**src/rtl/morse_pkg.sv**
```systemverilog
// -----------------------------------------------------------------------------
// morse_pkg
// Shared definitions for the Morse transmit/receive path.
//   - Symbol pair codes (2 bits per symbol, right-aligned patterns,
//     lowest nonzero pair = last symbol).
//   - Highest valid letter number (1..26 = A..Z, 27..35 = 1..9, 36 = 0).
//   - Transmit FSM state encoding.
//   - morse_pattern(): the letter -> pattern table. The decoder uses the same
//     table, so any change here changes both directions.
//   - morse_len() / morse_left_align(): helpers for loading the shift register.
// -----------------------------------------------------------------------------
package morse_pkg;

    localparam logic [1:0] SYM_NONE   = 2'b00;
    localparam logic [1:0] SYM_DOT    = 2'b01;
    localparam logic [1:0] SYM_DASH   = 2'b11;
    localparam logic [5:0] LETTER_MAX = 6'd36;

    typedef enum logic [2:0] {
        ST_IDLE,
        ST_MARK,
        ST_SGAP,
        ST_LGAP,
        ST_DONE
    } morse_state_e;

    // Right-aligned symbol pattern for a letter number; 0 for word space and
    // for out-of-range codes.
    function automatic logic [9:0] morse_pattern(input logic [5:0] letter_num);
        logic [9:0] p;
        case (letter_num)
            6'd1:    p = 10'b00_00_00_01_11; // A .-
            6'd2:    p = 10'b00_11_01_01_01; // B -...
            6'd3:    p = 10'b00_11_01_11_01; // C -.-.
            6'd4:    p = 10'b00_00_11_01_01; // D -..
            6'd5:    p = 10'b00_00_00_00_01; // E .
            6'd6:    p = 10'b00_01_01_11_01; // F ..-.
            6'd7:    p = 10'b00_00_11_11_01; // G --.
            6'd8:    p = 10'b00_01_01_01_01; // H ....
            6'd9:    p = 10'b00_00_00_01_01; // I ..
            6'd10:   p = 10'b00_01_11_11_11; // J .---
            6'd11:   p = 10'b00_00_11_01_11; // K -.-
            6'd12:   p = 10'b00_01_11_01_01; // L .-..
            6'd13:   p = 10'b00_00_00_11_11; // M --
            6'd14:   p = 10'b00_00_00_11_01; // N -.
            6'd15:   p = 10'b00_00_11_11_11; // O ---
            6'd16:   p = 10'b00_01_11_11_01; // P .--.
            6'd17:   p = 10'b00_11_11_01_11; // Q --.-
            6'd18:   p = 10'b00_00_01_11_01; // R .-.
            6'd19:   p = 10'b00_00_01_01_01; // S ...
            6'd20:   p = 10'b00_00_00_00_11; // T -
            6'd21:   p = 10'b00_00_01_01_11; // U ..-
            6'd22:   p = 10'b00_01_01_01_11; // V ...-
            6'd23:   p = 10'b00_00_01_11_11; // W .--
            6'd24:   p = 10'b00_11_01_01_11; // X -..-
            6'd25:   p = 10'b00_11_01_11_11; // Y -.--
            6'd26:   p = 10'b00_11_11_01_01; // Z --..
            6'd27:   p = 10'b01_11_11_11_11; // 1 .----
            6'd28:   p = 10'b01_01_11_11_11; // 2 ..---
            6'd29:   p = 10'b01_01_01_11_11; // 3 ...--
            6'd30:   p = 10'b01_01_01_01_11; // 4 ....-
            6'd31:   p = 10'b01_01_01_01_01; // 5 .....
            6'd32:   p = 10'b11_01_01_01_01; // 6 -....
            6'd33:   p = 10'b11_11_01_01_01; // 7 --...
            6'd34:   p = 10'b11_11_11_01_01; // 8 ---..
            6'd35:   p = 10'b11_11_11_11_01; // 9 ----.
            6'd36:   p = 10'b11_11_11_11_11; // 0 -----
            default: p = 10'b00_00_00_00_00; // word space / invalid
        endcase
        return p;
    endfunction

    // Symbol count = index of highest nonzero pair + 1.
    function automatic logic [2:0] morse_len(input logic [9:0] pattern);
        logic [2:0] n;
        if      (pattern[9:8] != SYM_NONE) n = 3'd5;
        else if (pattern[7:6] != SYM_NONE) n = 3'd4;
        else if (pattern[5:4] != SYM_NONE) n = 3'd3;
        else if (pattern[3:2] != SYM_NONE) n = 3'd2;
        else if (pattern[1:0] != SYM_NONE) n = 3'd1;
        else                               n = 3'd0;
        return n;
    endfunction

    // Moves the first symbol of a right-aligned pattern into bits [9:8].
    function automatic logic [9:0] morse_left_align(input logic [9:0] pattern,
                                                    input logic [2:0] len);
        logic [9:0] a;
        case (len)
            3'd5:    a = pattern;
            3'd4:    a = {pattern[7:0], 2'b00};
            3'd3:    a = {pattern[5:0], 4'b0000};
            3'd2:    a = {pattern[3:0], 6'b00_0000};
            3'd1:    a = {pattern[1:0], 8'b0000_0000};
            default: a = '0;
        endcase
        return a;
    endfunction

endpackage

```
**src/rtl/morse_unit_timer.sv**
```systemverilog
// -----------------------------------------------------------------------------
// morse_unit_timer
// Down-counter used for every Morse interval. Loading (duration-1) makes
// zero_o read 1 on the last cycle of the interval, so the owner advances on
// that cycle with no extra idle cycle between intervals.
// Ports:
//   clk         in   system clock
//   rst_n       in   asynchronous active-low reset (counter -> 0)
//   load_i      in   load load_val_i this edge (has priority over en_i)
//   load_val_i  in   W-bit value to load
//   en_i        in   count down by one when nonzero
//   zero_o      out  counter currently reads zero
// -----------------------------------------------------------------------------
module morse_unit_timer #(
    parameter int W = 8
) (
    input  logic         clk,
    input  logic         rst_n,
    input  logic         load_i,
    input  logic [W-1:0] load_val_i,
    input  logic         en_i,
    output logic         zero_o
);

    logic [W-1:0] cnt_q;

    // NOTE: clocked state uses non-blocking assignments so every register
    // samples pre-edge values, independent of block ordering.
    always_ff @(posedge clk or negedge rst_n) begin
        if (!rst_n) begin
            cnt_q <= '0;
        end else if (load_i) begin
            cnt_q <= load_val_i;
        end else if (en_i && (cnt_q != '0)) begin
            cnt_q <= cnt_q - W'(1);
        end
    end

    assign zero_o = (cnt_q == '0);

endmodule

```
**src/rtl/morse_encoder_tx.sv**
```systemverilog
// -----------------------------------------------------------------------------
// morse_encoder_tx
// Keys a letter number out as Morse code with standard unit timing.
// Dot = 1 unit high, dash = 3 units high, 1 unit low between symbols,
// CHAR_GAP_U units low after a letter, WORD_GAP_U units low for a word space
// (letter_num 0). Codes above LETTER_MAX finish at once with err.
// Ports:
//   clk         in   system clock
//   rst_n       in   asynchronous active-low reset
//   start       in   request, sampled only while ready=1
//   letter_num  in   6-bit letter code, captured on the accepting edge
//   ready       out  idle, able to accept start
//   morse_out   out  keyed output, 1 = tone/LED on
//   done        out  1-cycle pulse when the letter and its trailing gap end
//   err         out  1-cycle pulse with done for letter_num > LETTER_MAX
// All outputs come straight from registers.
// -----------------------------------------------------------------------------
module morse_encoder_tx
    import morse_pkg::*;
#(
    parameter int UNIT_CYCLES = 50_000_000 / 10,
    parameter int CHAR_GAP_U  = 3,
    parameter int WORD_GAP_U  = 7
) (
    input  logic       clk,
    input  logic       rst_n,
    input  logic       start,
    input  logic [5:0] letter_num,
    output logic       ready,
    output logic       morse_out,
    output logic       done,
    output logic       err
);

    localparam int TIMER_W = $clog2(WORD_GAP_U * UNIT_CYCLES + 1);

    // Timer load values are (duration - 1).
    localparam logic [TIMER_W-1:0] DOT_LD  = TIMER_W'(UNIT_CYCLES - 1);
    localparam logic [TIMER_W-1:0] DASH_LD = TIMER_W'(3 * UNIT_CYCLES - 1);
    localparam logic [TIMER_W-1:0] CGAP_LD = TIMER_W'(CHAR_GAP_U * UNIT_CYCLES - 1);
    localparam logic [TIMER_W-1:0] WGAP_LD = TIMER_W'(WORD_GAP_U * UNIT_CYCLES - 1);

    function automatic logic [TIMER_W-1:0] sym_load(input logic [1:0] pair);
        logic [TIMER_W-1:0] v;
        case (pair)
            SYM_DASH: v = DASH_LD;
            SYM_DOT:  v = DOT_LD;
            default:  v = DOT_LD;
        endcase
        return v;
    endfunction

    morse_state_e       state_q, state_d;
    logic [9:0]         shift_q, shift_d;
    logic [2:0]         len_q, len_d;
    logic [5:0]         letter_q, letter_d;
    logic               out_q, out_d;
    logic               ready_q, ready_d;
    logic               done_q, done_d;
    logic               err_q, err_d;

    logic               tmr_load;
    logic [TIMER_W-1:0] tmr_val;
    logic               tmr_en;
    logic               tmr_zero;

    logic [9:0]         rom_pat;
    logic [2:0]         rom_len;

    assign rom_pat = morse_pattern(letter_num);
    assign rom_len = morse_len(rom_pat);

    // Count only while an interval is running; IDLE/DONE leave it parked.
    assign tmr_en = (state_q == ST_MARK) || (state_q == ST_SGAP) || (state_q == ST_LGAP);

    morse_unit_timer #(
        .W (TIMER_W)
    ) u_timer (
        .clk        (clk),
        .rst_n      (rst_n),
        .load_i     (tmr_load),
        .load_val_i (tmr_val),
        .en_i       (tmr_en),
        .zero_o     (tmr_zero)
    );

    always_comb begin
        // NOTE: every signal written here gets a default first, so no path
        // through the case leaves one unassigned and no latch is inferred.
        state_d  = state_q;
        shift_d  = shift_q;
        len_d    = len_q;
        letter_d = letter_q;
        out_d    = out_q;
        ready_d  = ready_q;
        done_d   = 1'b0;
        err_d    = 1'b0;
        tmr_load = 1'b0;
        tmr_val  = '0;

        case (state_q)
            ST_IDLE: begin
                if (start) begin
                    letter_d = letter_num;
                    ready_d  = 1'b0;
                    if (letter_num > LETTER_MAX) begin
                        state_d = ST_DONE;
                        done_d  = 1'b1;
                        err_d   = 1'b1;
                    end else if (rom_len == 3'd0) begin
                        // Word space: nothing to key, just the long gap.
                        state_d  = ST_LGAP;
                        tmr_load = 1'b1;
                        tmr_val  = WGAP_LD;
                    end else begin
                        // First mark starts on the accept edge itself.
                        shift_d  = morse_left_align(rom_pat, rom_len);
                        len_d    = rom_len;
                        state_d  = ST_MARK;
                        out_d    = 1'b1;
                        tmr_load = 1'b1;
                        tmr_val  = sym_load(shift_d[9:8]);
                    end
                end
            end

            ST_MARK: begin
                if (tmr_zero) begin
                    out_d    = 1'b0;
                    shift_d  = {shift_q[7:0], 2'b00};
                    len_d    = len_q - 3'd1;
                    tmr_load = 1'b1;
                    if (len_q == 3'd1) begin
                        state_d = ST_LGAP;
                        tmr_val = (letter_q == 6'd0) ? WGAP_LD : CGAP_LD;
                    end else begin
                        state_d = ST_SGAP;
                        tmr_val = DOT_LD;
                    end
                end
            end

            ST_SGAP: begin
                if (tmr_zero) begin
                    state_d  = ST_MARK;
                    out_d    = 1'b1;
                    tmr_load = 1'b1;
                    tmr_val  = sym_load(shift_q[9:8]);
                end
            end

            ST_LGAP: begin
                if (tmr_zero) begin
                    state_d = ST_DONE;
                    done_d  = 1'b1;
                end
            end

            ST_DONE: begin
                state_d = ST_IDLE;
                ready_d = 1'b1;
            end

            default: begin
                state_d = ST_IDLE;
                ready_d = 1'b1;
                out_d   = 1'b0;
            end
        endcase
    end

    always_ff @(posedge clk or negedge rst_n) begin
        if (!rst_n) begin
            state_q  <= ST_IDLE;
            shift_q  <= '0;
            len_q    <= '0;
            letter_q <= '0;
            out_q    <= 1'b0;
            ready_q  <= 1'b1;
            done_q   <= 1'b0;
            err_q    <= 1'b0;
        end else begin
            state_q  <= state_d;
            shift_q  <= shift_d;
            len_q    <= len_d;
            letter_q <= letter_d;
            out_q    <= out_d;
            ready_q  <= ready_d;
            done_q   <= done_d;
            err_q    <= err_d;
        end
    end

    assign ready     = ready_q;
    assign morse_out = out_q;
    assign done      = done_q;
    assign err       = err_q;

endmodule

```
**config.mk**
```make
export PLATFORM = sky130hd
export DESIGN_NAME = morse_encoder_tx
export DESIGN_NICKNAME = d
export VERILOG_FILES = /design/src/rtl/morse_pkg.sv /design/src/rtl/morse_unit_timer.sv /design/src/rtl/morse_encoder_tx.sv
export SDC_FILE = /design/constraint.sdc
export NUM_CORES = 1
export LEC_CHECK = 0
export CORE_AREA = 4 4 118 120
export CTS_CLUSTER_SIZE = 30
export DETAILED_ROUTE_END_ITERATION = 10
export DIE_AREA = 0 0 122 124
export MAX_ROUTING_LAYER = met4
export PLACE_DENSITY = 0.5
export SLEW_MARGIN = 20
export SYNTH_ARGS = -nofsm -noshare
export SYNTH_HDL_FRONTEND = slang
export SYNTH_SLANG_ARGS = --single-unit
```
**constraint.sdc**
```tcl
create_clock -name clk -period 2.7 [get_ports clk]
set_input_delay 0.54 -clock clk [delete_from_list [all_inputs] [get_ports clk]]
set_output_delay 0.54 -clock clk [all_outputs]
set_load 0.02 [all_outputs]
```
==> flow_summary_export.csv, run 1 <==
group,metric,value,unit
outcome,status,"finished clean",
synth,syn_nets,468,
synth,synth_xor_area_share,2.77,%
cts,htreeDepth,2,
setup_path,startpoint,"letter_num[1]",
sta,min_period_over_period,96.9,%
routing,drtAntennaViolNets,0,
cells_and_area,finalInstanceArea,0.00516,mm²
synth,synth.top_cell.area_share,33.6,%
sta,min_period,2.62,ns
floorplan,fp.dieW,122,µm
global_route,antenna_found_initial,0,
floorplan,coreArea,0.0130,mm²
setup_path,crit_path_max_incr_delay,0.39,ns
floorplan,rows,42,
routing,vias,3701,
cells_and_area,syn_to_final_growth,35.9,%
global_route,grt_pass1_wl,18300,µm
sta,tightest_slew,0.550,ns
synth,synth_area_per_cell,8.42,µm²
sta,finalClockSkew,0.00394,ns
routing,wl,10600,µm
synth,syn_inst,451,
floorplan,boundaryPins,13,
routing,drt-pass1-iter-count,5,
sta,relSlewSlack,63.4,%
routing,drc,0,
setup_path,cp_max_fo,7,
floorplan,start_util,29.3,%
min_path,hold_class,"in2async",
sta,final-setup-viol-count,0,
cts,cts_buffer_depth,2,
cells_and_area,drive_above_1_share,33.5,%
synth,ys_types,80,
routing,vias_per_cell,5.10,
synth,yosys_most_used_dff,"dfrtp_1",
synth,synthAdderAreaFrac,2.64,%
placed_design,post_dp_cell_area,0.00481,mm²
sta,hold_viol,0,
placed_design,dp_hpwl,8050,µm
global_route,grt_pass1_vias,3713,
pwr,finalPower,3.60,mW
sta,drv_slew,0,
synth,ys_seq_area_share,34.3,%
synth,synth_top_family_by_area,"compound AO/OA/AOI/OAI gates",
floorplan,die-area,0.0151,mm²
synth,synth_mux_area_share,2.31,%
synth,synth_edf_count,0,
setup_path,crit_path_frequent_cell,"a21oi_4",
synth,synth.most_common_cell,"nor2_1",
setup_path,slowest_stage,"o311a_4",
cells_and_area,fill_cells,1317,
synth,syn_area,0.00380,mm²
setup_path,r2r_start,"u_timer.cnt_q[14]",
routing,wl_per_cell,14.6,µm
cts,postCtsHoldBufs,0,
placed_design,io_buffers,12,
pwr,p_per_area,697,mW/mm²
sta,fmax,382,MHz
setup_path,cp.arrival,2.84,ns
pwr,p_leak,2.15,nW
global_route,grt.overflow.total,0,
global_route,grt_use_total,15.1,%
setup_path,required,2.93,ns
cts,cts-root-buf,"clkbuf_16",
cells_and_area,antenna_cells,0,
setup_path,ff2ff_path_depth,9,
setup_path,critPathLaunchType,"primary input",
setup_path,path_delay_family,"compound AO/OA/AOI/OAI gates",
floorplan,die_h,124,µm
setup_path,path_cells,"buf_2 -> inv_4 -> ha_4 -> nor3_2 -> o21bai_1 -> a311o_1 -> or2_4 -> o311a_4 -> a21oi_4 -> a21oi_4 -> a21oi_2 -> a2bb2oi_2",
synth,synth_compound_gate_area_share,28.2,%
placed_design,gp_congestion,0.855,
setup_path,reg2reg_to,"u_timer.cnt_q[11]",
setup_path,reg2reg_slack,0.16,ns
cts,path_clk_slew,0.07,ns
cts,cts_buffers,5,
cts,cts.sinks,52,
synth,synth_top_cell_by_area,"dfrtp_1",
run,maxCapViolCount,0,
cells_and_area,fin_nets,566,
synth,ys_top_cells_by_area,"dfrtp_1 34%, nor2_1 5.2%, nand2_1 4.7%, o21ai_0 4.6%, a21oi_1 4.3%",
setup_path,crit_type,"in2reg",
setup_path,end_kind,"register",
synth,ys_ff_latch,52,
synth,synth_commonest_cells,"53 x nor2_1, 51 x dfrtp_1, 48 x nand2_1, 35 x o21ai_0, 33 x a21oi_1",
global_route,grt_max_degree,23,
pwr,ir_drop,0.000361,V
cts,clk_latency,0.29,ns
setup_path,critPathBufInv,2,
synth,ys.warnings.count,0,
synth,yosys.area_share.simple,24.6,%
routing,drt_iter0_drc,319,
cts,cts_tree,"done",
synth,async_flop_share,100,%
## power breakdown
part	switching, mW	total, mW	leakage, nW	internal (mW)
Combinational	0.835	1.62	1.45	0.785
Sequential	0.265	1.32	0.626	1.06
Clock	0.289	0.655	0.0766	0.366
Total	1.39	3.60	2.15	2.21
## how the worst max path moves through the flow
stage	end	cells after the start	slack, ns
4_1_cts	u_timer.cnt_q[21]	11	0.006
2_1_floorplan	u_timer.cnt_q[21]	12	0.01
3_3_place_gp	u_timer.cnt_q[7]	12	-0.68
3_5_place_dp	u_timer.cnt_q[7]	12	-0.70
5_1_grt	len_q[2]	12	-0.006
6_report	u_timer.cnt_q[21]	12	0.08
## worst register-to-register path, delay by kind of cell (launching register included)
family,cells,cell delay [ns]
compound gates,5,0.93
buf+inv,1,0.18
flops,1,0.42
simple gates,3,0.94
## kinds of logic after synthesis
family,Yosys count
compound gates,151
fa+ha+maj,8
buf+inv,40
mux,8
xor+xnor,12
flops,52
simple gates,180
## what timing repair did
item | 4_1_cts | 5_1_grt
endpoints found under the setup margin | 35 | 27
setup buffers | 4 | 6
cloned | 1 | 0
pin swaps | 16 | 23
gates resized for setup | 33 | 31
## routing by layer
metal	share of wire, %	wire length, µm	GRT usage [%]	vias to the layer above
met5	0	0	-	-
met4	1.6	165	3.50	0
met3	2.9	312	1.86	13
met2	51	5390	26.5	69
met1	45	4720	18.7	1771
li1	-	-	-	1848
## cells in the final DEF (no fill, tap or decap), drive strengths merged, types with 8 or more instances in the layout
cell type  instances
clkbuf             8
a31oi             10
dfrtp             51
nor4               8
nor2              54
inv               17
nand2             49
nand3              8
nor3              14
ha                 8
o21ai             39
xnor2             12
buf              106
a21oi             37
## flip-flops by register name, indices dropped and copies added, names as in the netlist
name / count
ready: 1
len_q: 3
done: 1
morse_out: 1
err: 1
u_timer.cnt_q: 26
state_q: 3
letter_q: 6
shift_q: 10
## metrics by stage
step / instances / TNS (ns) / util, % / setup slack [ns] / hold WS [ns]
final: 726 / 0 / 39.8 / 0.0836 / 0.226
after global routing: 726 / -0.00606 / 39.8 / -0.00606 / 0.263
after CTS: 721 / 0 / 38.9 / 0.00605 / 0.241
after detailed placement: 709 / -19.78 / 37.0 / -0.697 / 0.469
after global placement: 709 / -18.48 / 37.0 / -0.679 / 0.461
after floorplan: 451 / 0 / - / 0.0144 / 0.244
## layout make-up
cell class | instances | area (µm²) | area share [%]
clock inverters | 2 | 10.0 | 0.194
well taps | 176 | 220 | 4.27
multi-input cells | 359 | 2490 | 48.2
flip-flops and latches | 52 | 1300 | 25.2
clock buffers | 6 | 139 | 2.69
inverters | 17 | 66.3 | 1.28
repair buffers | 114 | 937 | 18.2
Power figures use the tool's default switching activity.
==> run 2: changes to the inputs <==
--- a/config.mk
+++ b/config.mk
@@ -5,12 +5,14 @@
 export SDC_FILE = /design/constraint.sdc
 export NUM_CORES = 1
 export LEC_CHECK = 0
+export ABC_CLOCK_PERIOD_IN_PS = 2700
 export CORE_AREA = 4 4 118 120
 export CTS_CLUSTER_SIZE = 30
 export DETAILED_ROUTE_END_ITERATION = 10
 export DIE_AREA = 0 0 122 124
 export MAX_ROUTING_LAYER = met4
 export PLACE_DENSITY = 0.5
+export RECOVER_POWER = 100
 export SLEW_MARGIN = 20
 export SYNTH_ARGS = -nofsm -noshare
 export SYNTH_HDL_FRONTEND = slang
==> flow_summary_export.csv, run 2 (synthesis gave the netlist of run 1 again) <==
group,metric,value,unit
outcome,status,"finished clean",
cts,htreeDepth,2,
global_route,grt_pass1_wl,18300,µm
global_route,grt.overflow.total,0,
setup_path,reg2reg_slack,0.15,ns
floorplan,start_util,29.3,%
setup_path,startpoint,"letter_num[1]",
placed_design,gp_congestion,0.855,
routing,vias_per_cell,5.08,
routing,wl_per_cell,14.6,µm
sta,hold_viol,0,
sta,fmax,382,MHz
min_path,hold_class,"reg2reg",
cells_and_area,fill_cells,1323,
placed_design,post_dp_cell_area,0.00481,mm²
setup_path,cp_max_fo,7,
cells_and_area,largest_reg_flops,26,
placed_design,io_buffers,12,
global_route,grt_use_total,15.1,%
cells_and_area,post-route-util,39.5,%
cells_and_area,final_cell_mix,"79 x buf_4, 51 x nor2_1, 51 x dfrtp_1",
global_route,grt_pass1_vias,3713,
pwr,p_leak,2.13,nW
sta,tightest_slew,1.31,ns
placed_design,dpl.cell_count,709,
pwr,ir_drop,0.000361,V
routing,met3_length,285,µm
routing,drc,0,
setup_path,r2r_start,"u_timer.cnt_q[14]",
floorplan,die_h,124,µm
routing,vias,3691,
routing,drt-pass1-iter-count,4,
floorplan,die-area,0.0151,mm²
global_route,grt_max_degree,23,
sta,min_period_over_period,96.9,%
cells_and_area,regMostFlops,"u_timer.cnt_q",
cts,path_clk_slew,0.07,ns
routing,drt_iter0_drc,281,
routing,wl_met1,4790,µm
routing,route.met2.wl,5330,µm
cells_and_area,antenna_cells,0,
setup_path,reg2reg_to,"u_timer.cnt_q[20]",
sta,finalClockSkew,0.00424,ns
floorplan,boundaryPins,13,
floorplan,rows,42,
cts,cts_buffers,5,
setup_path,crit_type,"in2reg",
routing,routed.top_layer,"met4",
run,maxCapViolCount,0,
setup_path,end_kind,"register",
cts,cts-root-buf,"clkbuf_16",
global_route,antenna_found_initial,0,
cells_and_area,drive_above_1_share,31.8,%
cells_and_area,reg.largest.list,"u_timer.cnt_q (26), shift_q (10), letter_q (6)",
cells_and_area,finalInstanceArea,0.00512,mm²
cells_and_area,layoutNonFillerInstCount,726,
cts,cts_tree,"done",
routing,wl,10600,µm
routing,drtAntennaViolNets,0,
setup_path,critPathLaunchType,"primary input",
setup_path,ff2ff_path_depth,9,
cts,postCtsHoldBufs,0,
setup_path,required,2.93,ns
cells_and_area,final_common_cell,"buf_4",
cts,clk_latency,0.29,ns
floorplan,fp.dieW,122,µm
setup_path,setup.worst_path.end,"u_timer.cnt_q[21]",
sta,whs,0.477,ns
sta,drv_slew,0,
sta,min_period,2.62,ns
setup_path,cp.arrival,2.84,ns
cells_and_area,syn_to_final_growth,34.9,%
cts,cts.sinks,52,
min_path,hold_path_depth,2,
cells_and_area,fin_nets,566,
cts,cts_buffer_depth,2,
sta,relSlewSlack,12.8,%
pwr,p_per_area,696,mW/mm²
placed_design,dp_hpwl,8050,µm
sta,final-setup-viol-count,0,
floorplan,coreArea,0.0130,mm²
[run 2: routing by layer]
metal / vias to the layer above / global-route usage (%)
li1: 1847 / -
met3: 17 / 1.86
met1: 1763 / 18.7
met5: - / -
met4: 0 / 3.50
met2: 64 / 26.5
[run 2: final cells by class]
type	count	area, µm²	share of cell area (%)
multi-input cells	359	2490	48.5
inverters	17	66.3	1.29
repair buffers	114	898	17.5
clock inverters	2	10.0	0.195
well taps	176	220	4.30
clock buffers	6	139	2.71
flip-flops and latches	52	1300	25.4
[run 2: critical path: stages]
cell,delay (ns)
buf_2,0.17
inv_4,0.07
ha_4,0.17
nor3_2,0.15
o21bai_1,0.09
a311o_1,0.36
or2_4,0.28
o311a_4,0.39
a21oi_4,0.20
a21oi_4,0.13
a21oi_2,0.15
a2bb2oi_2,0.13
[run 2: stage by stage]
| step | setup TNS (ns) | worst slack (ns) | power [mW] |
|---|---|---|---|
| 2_1_floorplan | 0 | 0.0144 | 2.28 |
| 3_3_place_gp | -18.48 | -0.679 | 2.86 |
| 3_5_place_dp | -19.78 | -0.697 | 2.88 |
| 4_1_cts | 0 | 0.00605 | 3.58 |
| 5_1_grt | -0.00606 | -0.00606 | 3.87 |
| 6_report | 0 | 0.0841 | 3.57 |
[run 2: where the power goes]
group	internal, mW	switching (mW)	leakage (nW)
Sequential	1.06	0.264	0.626
Clock	0.366	0.290	0.0766
Combinational	0.754	0.833	1.42
[run 2: how the worst min path moves through the flow]
| stage | start | to | slack (ns) |
|---|---|---|---|
| global route | ready | ready | 0.50 |
| floorplan | rst_n | done | 0.24 |
| finish | shift_q[1] | shift_q[1] | 0.48 |
| CTS | rst_n | u_timer.cnt_q[12] | 0.24 |
| detailed placement | shift_q[1] | shift_q[1] | 0.47 |
| global placement | shift_q[1] | shift_q[1] | 0.46 |
[run 2: timing repair]
| item | CTS | global route |
|---|---|---|
| pin swaps | 16 | 23 |
| resized for setup | 33 | 31 |
| setup buffers | 4 | 6 |
| endpoints found under the setup margin | 35 | 27 |
| cloned | 1 | 0 |
==> run 3: changes to the inputs <==
--- a/config.mk
+++ b/config.mk
@@ -6,6 +6,7 @@
 export NUM_CORES = 1
 export LEC_CHECK = 0
 export ABC_CLOCK_PERIOD_IN_PS = 2700
+export CAP_MARGIN = 20
 export CORE_AREA = 4 4 118 120
 export CTS_CLUSTER_SIZE = 30
 export DETAILED_ROUTE_END_ITERATION = 10
==> results of run 3 <==
The final DEF is identical to that of run 2; final timing and power are the same.
